`src/rtl/bp_me_mem_cmd_arbiter_if.sv`:
```
// bp_me_mem_cmd_arbiter_if: command/response bundle between the sources, the arbiter and the L2 adapter
interface bp_me_mem_cmd_arbiter_if #(
  parameter int num_src_p     = 2,
  parameter int msg_width_p   = 64,
  parameter int outstanding_p = 4,
  localparam int cnt_width_lp = (outstanding_p > 0) ? $clog2(outstanding_p + 1) : 1
);
  logic [num_src_p*msg_width_p-1:0] mem_cmd_i;
  logic [num_src_p-1:0]             mem_cmd_v_i;
  logic [num_src_p-1:0]             mem_cmd_ready_o;
  logic [msg_width_p-1:0]           mem_cmd_o;
  logic                             mem_cmd_v_o;
  logic                             mem_cmd_ready_i;
  logic [msg_width_p-1:0]           mem_resp_i;
  logic                             mem_resp_v_i;
  logic                             mem_resp_yumi_o;
  logic [msg_width_p-1:0]           mem_resp_o;
  logic [num_src_p-1:0]             mem_resp_v_o;
  logic [num_src_p-1:0]             mem_resp_yumi_i;
  logic [cnt_width_lp-1:0]          outstanding_o;
  logic                             error_o;

  modport master (
    input  mem_cmd_i, mem_cmd_v_i, mem_cmd_ready_i, mem_resp_i, mem_resp_v_i, mem_resp_yumi_i,
    output mem_cmd_ready_o, mem_cmd_o, mem_cmd_v_o, mem_resp_yumi_o, mem_resp_o, mem_resp_v_o,
           outstanding_o, error_o
  );

  modport slave (
    output mem_cmd_i, mem_cmd_v_i, mem_cmd_ready_i, mem_resp_i, mem_resp_v_i, mem_resp_yumi_i,
    input  mem_cmd_ready_o, mem_cmd_o, mem_cmd_v_o, mem_resp_yumi_o, mem_resp_o, mem_resp_v_o,
           outstanding_o, error_o
  );
endinterface

```
`src/rtl/bp_me_mem_cmd_arbiter.sv`:
```
// bp_me_mem_cmd_arbiter: round-robin merge of command streams with in-order response routing
module bp_me_mem_cmd_arbiter #(
  parameter int num_src_p     = 2,
  parameter int msg_width_p   = 64,
  parameter int outstanding_p = 4,
  localparam int lg_src_lp    = (num_src_p > 1) ? $clog2(num_src_p) : 1,
  localparam int cnt_width_lp = (outstanding_p > 0) ? $clog2(outstanding_p + 1) : 1,
  localparam int lg_out_lp    = (outstanding_p > 1) ? $clog2(outstanding_p) : 1
) (
  input  logic clk_i,
  input  logic reset_n_i,
  bp_me_mem_cmd_arbiter_if.master bus
);
  logic [1:0]              sync_q, sync_d;
  logic [lg_src_lp-1:0]    ptr_q, ptr_d, lock_src_q, lock_src_d;
  logic                    lock_q, lock_d, err_q, err_d;
  logic [lg_src_lp-1:0]    fifo_q [outstanding_p];
  logic [lg_src_lp-1:0]    fifo_d [outstanding_p];
  logic [lg_out_lp-1:0]    wptr_q, wptr_d, rptr_q, rptr_d;
  logic [cnt_width_lp-1:0] cnt_q, cnt_d;
  logic [lg_src_lp-1:0]    g_rr, g, h;
  logic                    active, full, empty, push, pop;

  function automatic logic [lg_src_lp-1:0] wrap_src(input int x);
    return lg_src_lp'((x >= num_src_p) ? x - num_src_p : x);
  endfunction

  function automatic logic [lg_out_lp-1:0] next_slot(input logic [lg_out_lp-1:0] p);
    return (p == lg_out_lp'(outstanding_p - 1)) ? '0 : p + 1'b1;
  endfunction

  // grant selection and all handshake outputs; everything is held off until reset release has synchronised
  always_comb begin
    active = sync_q[1];
    g_rr = ptr_q;
    for (int i = num_src_p - 1; i >= 0; i--)
      if (bus.mem_cmd_v_i[wrap_src(int'(ptr_q) + i)]) g_rr = wrap_src(int'(ptr_q) + i);
    g = lock_q ? lock_src_q : g_rr;
    h = fifo_q[rptr_q];
    full = cnt_q == cnt_width_lp'(outstanding_p);
    empty = cnt_q == '0;
    bus.mem_cmd_o = bus.mem_cmd_i[g*msg_width_p +: msg_width_p];
    bus.mem_cmd_v_o = active & (|bus.mem_cmd_v_i) & ~full;
    bus.mem_cmd_ready_o = (active & bus.mem_cmd_ready_i & ~full) ? num_src_p'(1) << g : '0;
    bus.mem_resp_o = bus.mem_resp_i;
    bus.mem_resp_v_o = (active & bus.mem_resp_v_i & ~empty) ? num_src_p'(1) << h : '0;
    bus.mem_resp_yumi_o = active & ~empty & bus.mem_resp_yumi_i[h];
    bus.outstanding_o = cnt_q;
    bus.error_o = err_q;
    push = bus.mem_cmd_v_o & bus.mem_cmd_ready_i;
    pop = bus.mem_resp_yumi_o;
  end

  // next state: source-ID FIFO, round-robin pointer, grant lock while the adapter stalls, sticky error
  always_comb begin
    sync_d = {sync_q[0], 1'b1};
    fifo_d = fifo_q;
    if (push) fifo_d[wptr_q] = g;
    wptr_d = push ? next_slot(wptr_q) : wptr_q;
    rptr_d = pop ? next_slot(rptr_q) : rptr_q;
    cnt_d = cnt_q + cnt_width_lp'(push) - cnt_width_lp'(pop);
    ptr_d = push ? wrap_src(int'(g) + 1) : ptr_q;
    lock_d = bus.mem_cmd_v_o ? ~bus.mem_cmd_ready_i : lock_q;
    lock_src_d = (bus.mem_cmd_v_o & ~bus.mem_cmd_ready_i) ? g : lock_src_q;
    err_d = err_q | (active & bus.mem_resp_v_i & empty);
  end

  // state registers; reset asserts asynchronously and its release walks through a 2-flop synchroniser
  always_ff @(posedge clk_i or negedge reset_n_i) begin
    if (!reset_n_i) begin
      sync_q     <= '0;
      fifo_q     <= '{default: '0};
      wptr_q     <= '0;
      rptr_q     <= '0;
      cnt_q      <= '0;
      ptr_q      <= '0;
      lock_q     <= 1'b0;
      lock_src_q <= '0;
      err_q      <= 1'b0;
    end else begin
      sync_q     <= sync_d;
      fifo_q     <= fifo_d;
      wptr_q     <= wptr_d;
      rptr_q     <= rptr_d;
      cnt_q      <= cnt_d;
      ptr_q      <= ptr_d;
      lock_q     <= lock_d;
      lock_src_q <= lock_src_d;
      err_q      <= err_d;
    end
  end
endmodule

```
`src/flat_wrapper.sv`:
```
// flat-port wrapper written by rule: the top's interface ports become plain ports
module bp_me_mem_cmd_arbiter_flat 
#(
  parameter int num_src_p     = 2,
  parameter int msg_width_p   = 64,
  parameter int outstanding_p = 4,
  localparam int lg_src_lp    = (num_src_p > 1) ? $clog2(num_src_p) : 1,
  localparam int cnt_width_lp = (outstanding_p > 0) ? $clog2(outstanding_p + 1) : 1,
  localparam int lg_out_lp    = (outstanding_p > 1) ? $clog2(outstanding_p) : 1
)
  (clk_i, reset_n_i, bus_mem_cmd_i, bus_mem_cmd_v_i, bus_mem_cmd_ready_i, bus_mem_resp_i, bus_mem_resp_v_i, bus_mem_resp_yumi_i, bus_mem_cmd_ready_o, bus_mem_cmd_o, bus_mem_cmd_v_o, bus_mem_resp_yumi_o, bus_mem_resp_o, bus_mem_resp_v_o, bus_outstanding_o, bus_error_o);
  bp_me_mem_cmd_arbiter_if #(.num_src_p(num_src_p), .msg_width_p(msg_width_p), .outstanding_p(outstanding_p)) bus_i ();
  input  logic clk_i;
  input  logic reset_n_i;
  input wire logic [$bits(bus_i.mem_cmd_i)-1:0] bus_mem_cmd_i;
  input wire logic [$bits(bus_i.mem_cmd_v_i)-1:0] bus_mem_cmd_v_i;
  input wire logic [$bits(bus_i.mem_cmd_ready_i)-1:0] bus_mem_cmd_ready_i;
  input wire logic [$bits(bus_i.mem_resp_i)-1:0] bus_mem_resp_i;
  input wire logic [$bits(bus_i.mem_resp_v_i)-1:0] bus_mem_resp_v_i;
  input wire logic [$bits(bus_i.mem_resp_yumi_i)-1:0] bus_mem_resp_yumi_i;
  output wire logic [$bits(bus_i.mem_cmd_ready_o)-1:0] bus_mem_cmd_ready_o;
  output wire logic [$bits(bus_i.mem_cmd_o)-1:0] bus_mem_cmd_o;
  output wire logic [$bits(bus_i.mem_cmd_v_o)-1:0] bus_mem_cmd_v_o;
  output wire logic [$bits(bus_i.mem_resp_yumi_o)-1:0] bus_mem_resp_yumi_o;
  output wire logic [$bits(bus_i.mem_resp_o)-1:0] bus_mem_resp_o;
  output wire logic [$bits(bus_i.mem_resp_v_o)-1:0] bus_mem_resp_v_o;
  output wire logic [$bits(bus_i.outstanding_o)-1:0] bus_outstanding_o;
  output wire logic [$bits(bus_i.error_o)-1:0] bus_error_o;
  assign bus_i.mem_cmd_i = bus_mem_cmd_i;
  assign bus_i.mem_cmd_v_i = bus_mem_cmd_v_i;
  assign bus_i.mem_cmd_ready_i = bus_mem_cmd_ready_i;
  assign bus_i.mem_resp_i = bus_mem_resp_i;
  assign bus_i.mem_resp_v_i = bus_mem_resp_v_i;
  assign bus_i.mem_resp_yumi_i = bus_mem_resp_yumi_i;
  assign bus_mem_cmd_ready_o = bus_i.mem_cmd_ready_o;
  assign bus_mem_cmd_o = bus_i.mem_cmd_o;
  assign bus_mem_cmd_v_o = bus_i.mem_cmd_v_o;
  assign bus_mem_resp_yumi_o = bus_i.mem_resp_yumi_o;
  assign bus_mem_resp_o = bus_i.mem_resp_o;
  assign bus_mem_resp_v_o = bus_i.mem_resp_v_o;
  assign bus_outstanding_o = bus_i.outstanding_o;
  assign bus_error_o = bus_i.error_o;
  bp_me_mem_cmd_arbiter #(.num_src_p(num_src_p), .msg_width_p(msg_width_p), .outstanding_p(outstanding_p)) u_core (.clk_i(clk_i), .reset_n_i(reset_n_i), .bus(bus_i));
endmodule
```
`config.mk`:
```
export PLATFORM = sky130hd
export DESIGN_NAME = bp_me_mem_cmd_arbiter_flat
export DESIGN_NICKNAME = d
export VERILOG_FILES = /design/src/rtl/bp_me_mem_cmd_arbiter_if.sv /design/src/rtl/bp_me_mem_cmd_arbiter.sv /design/src/flat_wrapper.sv
export SDC_FILE = /design/constraint.sdc
export NUM_CORES = 1
export LEC_CHECK = 0
export BUFFER_PORTS_ARGS = -buffer_cell sky130_fd_sc_hd__buf_2
export CAP_MARGIN = 25
export CORE_AREA = 5 5 128 130
export DETAILED_ROUTE_END_ITERATION = 16
export DIE_AREA = 0 0 133 135
export GPL_ROUTABILITY_DRIVEN = 0
export PLACE_DENSITY_LB_ADDON = 0.08
export REMOVE_ABC_BUFFERS = 1
export SLEW_MARGIN = 25
export SYNTH_ARGS = -nofsm -noshare
export SYNTH_HDL_FRONTEND = slang
export SYNTH_SLANG_ARGS = --single-unit
```
`constraint.sdc`:
```
create_clock -name clk_i -period 3.19 [get_ports clk_i]
set_input_delay 0.1595 -clock clk_i [delete_from_list [all_inputs] [get_ports clk_i]]
set_output_delay 0.1595 -clock clk_i [all_outputs]
set_load 0.05 [all_outputs]
```
==> results.toml <==
[floorplan]
die_w_um = 133
core_area_um2 = 15000
fp.dieArea_um2 = 18000
die_y_um = 135
ios = 338
initial_core_util_pct = 14.0
rows = 45

[sta]
hold-worst-slack_ns = 0.207
setup_tns_ns = 0
finalClockSkew_ns = 0.00307
setup_violations = 0
rsz0062_at_grt = "no"
fmax_ghz = 0.387
hold_violations = 0
post-route-min-period_ns = 2.58
slew_violations = 0
timing.final.crit_share_pct = 81.0

[placement]
place_inst = 540
hpwlAfterDp_um = 12000
portBuffers = 209

[synth]
yosysWarnings = 0
ys_ff_latch = 17
yosys.cell_types.count = 29
synthCells = 212
netlist_area_um2 = 2100
yosysSeqAreaShare_pct = 20.2
synth_area_per_cell_um2 = 9.92

[cts]
clk_latency_ns = 0.25
cts_setup_buffers = 0
root_buffer = "clkbuf_16"
cts_buffer_depth = 2
cts_tree = "built"
ctsHoldBuffers = 1
htree_levels = 1
path_clk_slew_ns = 0.06
cts_made_buffers = 3
clock_sinks = 17
post_cts_resized = 0

[detailed_routing]
wl_per_cell_um = 24.4
drt_iter0_drc = 56
vias = 2138
viasPerCell = 3.92
drtPass1Iterations = 4
routed_wirelength_um = 13300
antenna_left = 0
drc_errors = 0

[layout]
final_cell_mix = "buf_2 (209), mux2_2 (62), dfrtp_1 (17)"
drive_gt1_share_pct = 78.7
n_fill_cell = 1666
seq_area_um2 = 425
syn2layout_area_growth_pct = 42.1
diodes = 0
fin_nets = 566
multiInputGateArea_um2 = 1120
instances_no_fill = 545
final_common_cell = "buf_2"

[worst_setup_path]
cp-end-kind = "flop"
arrival_ns = 2.72
path_class = "reg -> reg"
start_kind = "flop"
max_stage_delay_ns = 0.56
crit_chain = "mux4_2 > o21ai_1 > ha_1 > inv_1 > ha_1 > inv_1 > fa_1 > xnor2_1 > xnor2_1"
cpMaxStageDelayCell = "mux4_2"
critical_path_peak_fanout = 4
cp.required_ns = 3.32

[power]
p_leak_nw = 1.53
ir_drop_mv = 0.406
power_w = 0.00317
powerDensity_nw_per_um2 = 1060

[flow_run]
drv_cap = 0

[global_routing]
grt.overflow.total = 0
grt_pass1_vias = 2253
grt_max_degree = 57
grt_first_pass_wirelength_um = 17900
grt.total_usage_pct = 13.8
antenna_found_initial = 2

[run_status]
status = "completed"

[worst_hold_path]
hold_path_class = "in -> reg"
## final cells by class
cell class / instances / area share (%)
clock buffer: 4 / 2.64
inverter: 9 / 1.13
multi-input combinational: 114 / 37.6
sequential: 17 / 14.2
tap: 188 / 7.87
timing repair buffer: 213 / 36.5
## cells in the mapped netlist
cell type | instances | area share [%]
a21oi_1 | 5 | 1.2
a31oi_1 | 5 | 1.5
and3b_1 | 1 | 0.42
buf_2 | 7 | 1.7
buf_4 | 64 | 23
clkbuf_1 | 1 | 0.18
conb_1 | 1 | 0.18
dfrtp_1 | 17 | 20
fa_1 | 1 | 0.95
ha_1 | 7 | 4.2
inv_1 | 9 | 1.6
maj3_2 | 1 | 0.54
mux2_1 | 5 | 2.7
mux2_2 | 62 | 33
mux2i_4 | 1 | 1.1
mux4_2 | 1 | 1.1
nand2_1 | 3 | 0.54
nand3_1 | 1 | 0.24
nand4_1 | 1 | 0.30
nor2_1 | 6 | 1.1
nor2b_1 | 1 | 0.30
nor3_1 | 1 | 0.24
nor3b_1 | 2 | 0.71
nor4_2 | 1 | 0.60
o21ai_0 | 2 | 0.48
o21ai_1 | 1 | 0.24
o21bai_1 | 1 | 0.36
or3_1 | 2 | 0.60
xnor2_1 | 2 | 0.83
## logic make-up after synthesis
group	after synthesis	share of synthesized area (%)
AO/OA/AOI/OAI	14	3.75
XOR/XNOR	2	0.833
adder cells (fa/ha/maj)	9	5.65
buffers and inverters	81	26.3
flip-flops	17	20.2
multiplexers	69	38.0
other	1	0.178
AND/OR/NAND/NOR	19	5.00
## registers in the layout, indices dropped and copies added (netlist names)
register	cells
u_core.bus.outstanding_o	3
u_core.rptr_q	2
u_core.wptr_q	2
u_core.bus.error_o	1
u_core.sync_q	2
u_core.lock_src_q	1
u_core.ptr_q	1
u_core.lock_q	1
u_core.fifo_q	4
## final timing paths
path | cells after the start | slack [ns] | end | startpoint
setup / recovery | 9 | 0.61 | u_core.bus.outstanding_o[2]$_DFF_PN0_ | u_core.rptr_q[0]$_DFFE_PN0P_
min in group asynchronous | 2 | 0.38 | u_core.bus.outstanding_o[1]$_DFF_PN0_ | reset_n_i
hold reg to reg | 0 | 0.35 | u_core.sync_q[1]$_DFF_PN0_ | u_core.sync_q[0]$_DFF_PN0_
hold / removal | 3 | 0.21 | u_core.bus.error_o$_DFF_PN0_ | bus_mem_resp_v_i
max in group asynchronous | 2 | 2.51 | u_core.fifo_q[1]$_DFFE_PN0P_ | reset_n_i
setup reg to reg | 9 | 0.61 | u_core.bus.outstanding_o[2]$_DFF_PN0_ | u_core.rptr_q[0]$_DFFE_PN0P_
## power by group
part,switching (W),internal (W),total (W)
Clock,0.0000876,0.000170,0.000257
Sequential,0.0000832,0.000312,0.000395
Combinational,0.00172,0.000799,0.00252
Total,0.00189,0.00128,0.00317
## per-layer routing
layer	track usage [%]	vias to the layer above	part of all wire (%)
met5	7.78	-	1.6
met4	0.289	6	0.23
met3	21.2	10	31
met2	20.1	247	42
met1	9.91	916	25
li1	-	959	-
## per-stage QoR
| step | util, % | setup slack (ns) | instance area [µm²] |
|---|---|---|---|
| after floorplan | - | -0.0494 | 1580 |
| after global placement | 19.3 | 0.650 | 2900 |
| after detailed placement | 19.3 | 0.577 | 2900 |
| after CTS | 19.9 | 0.567 | 2990 |
| after global routing | 19.9 | 0.374 | 2990 |
| final | 19.9 | 0.606 | 2990 |
## worst max-delay path, delay by kind of cell (launching register included)
kind / cells / cell delay [ns]
AOI/OAI and AO/OA: 1 / 0.35
xor gates and xnor gates: 2 / 0.26
adders and majority gates: 3 / 0.80
buffers and inverters: 2 / 0.10
DFF: 1 / 0.40
muxes: 1 / 0.56
(Power assumes the default switching activity.)
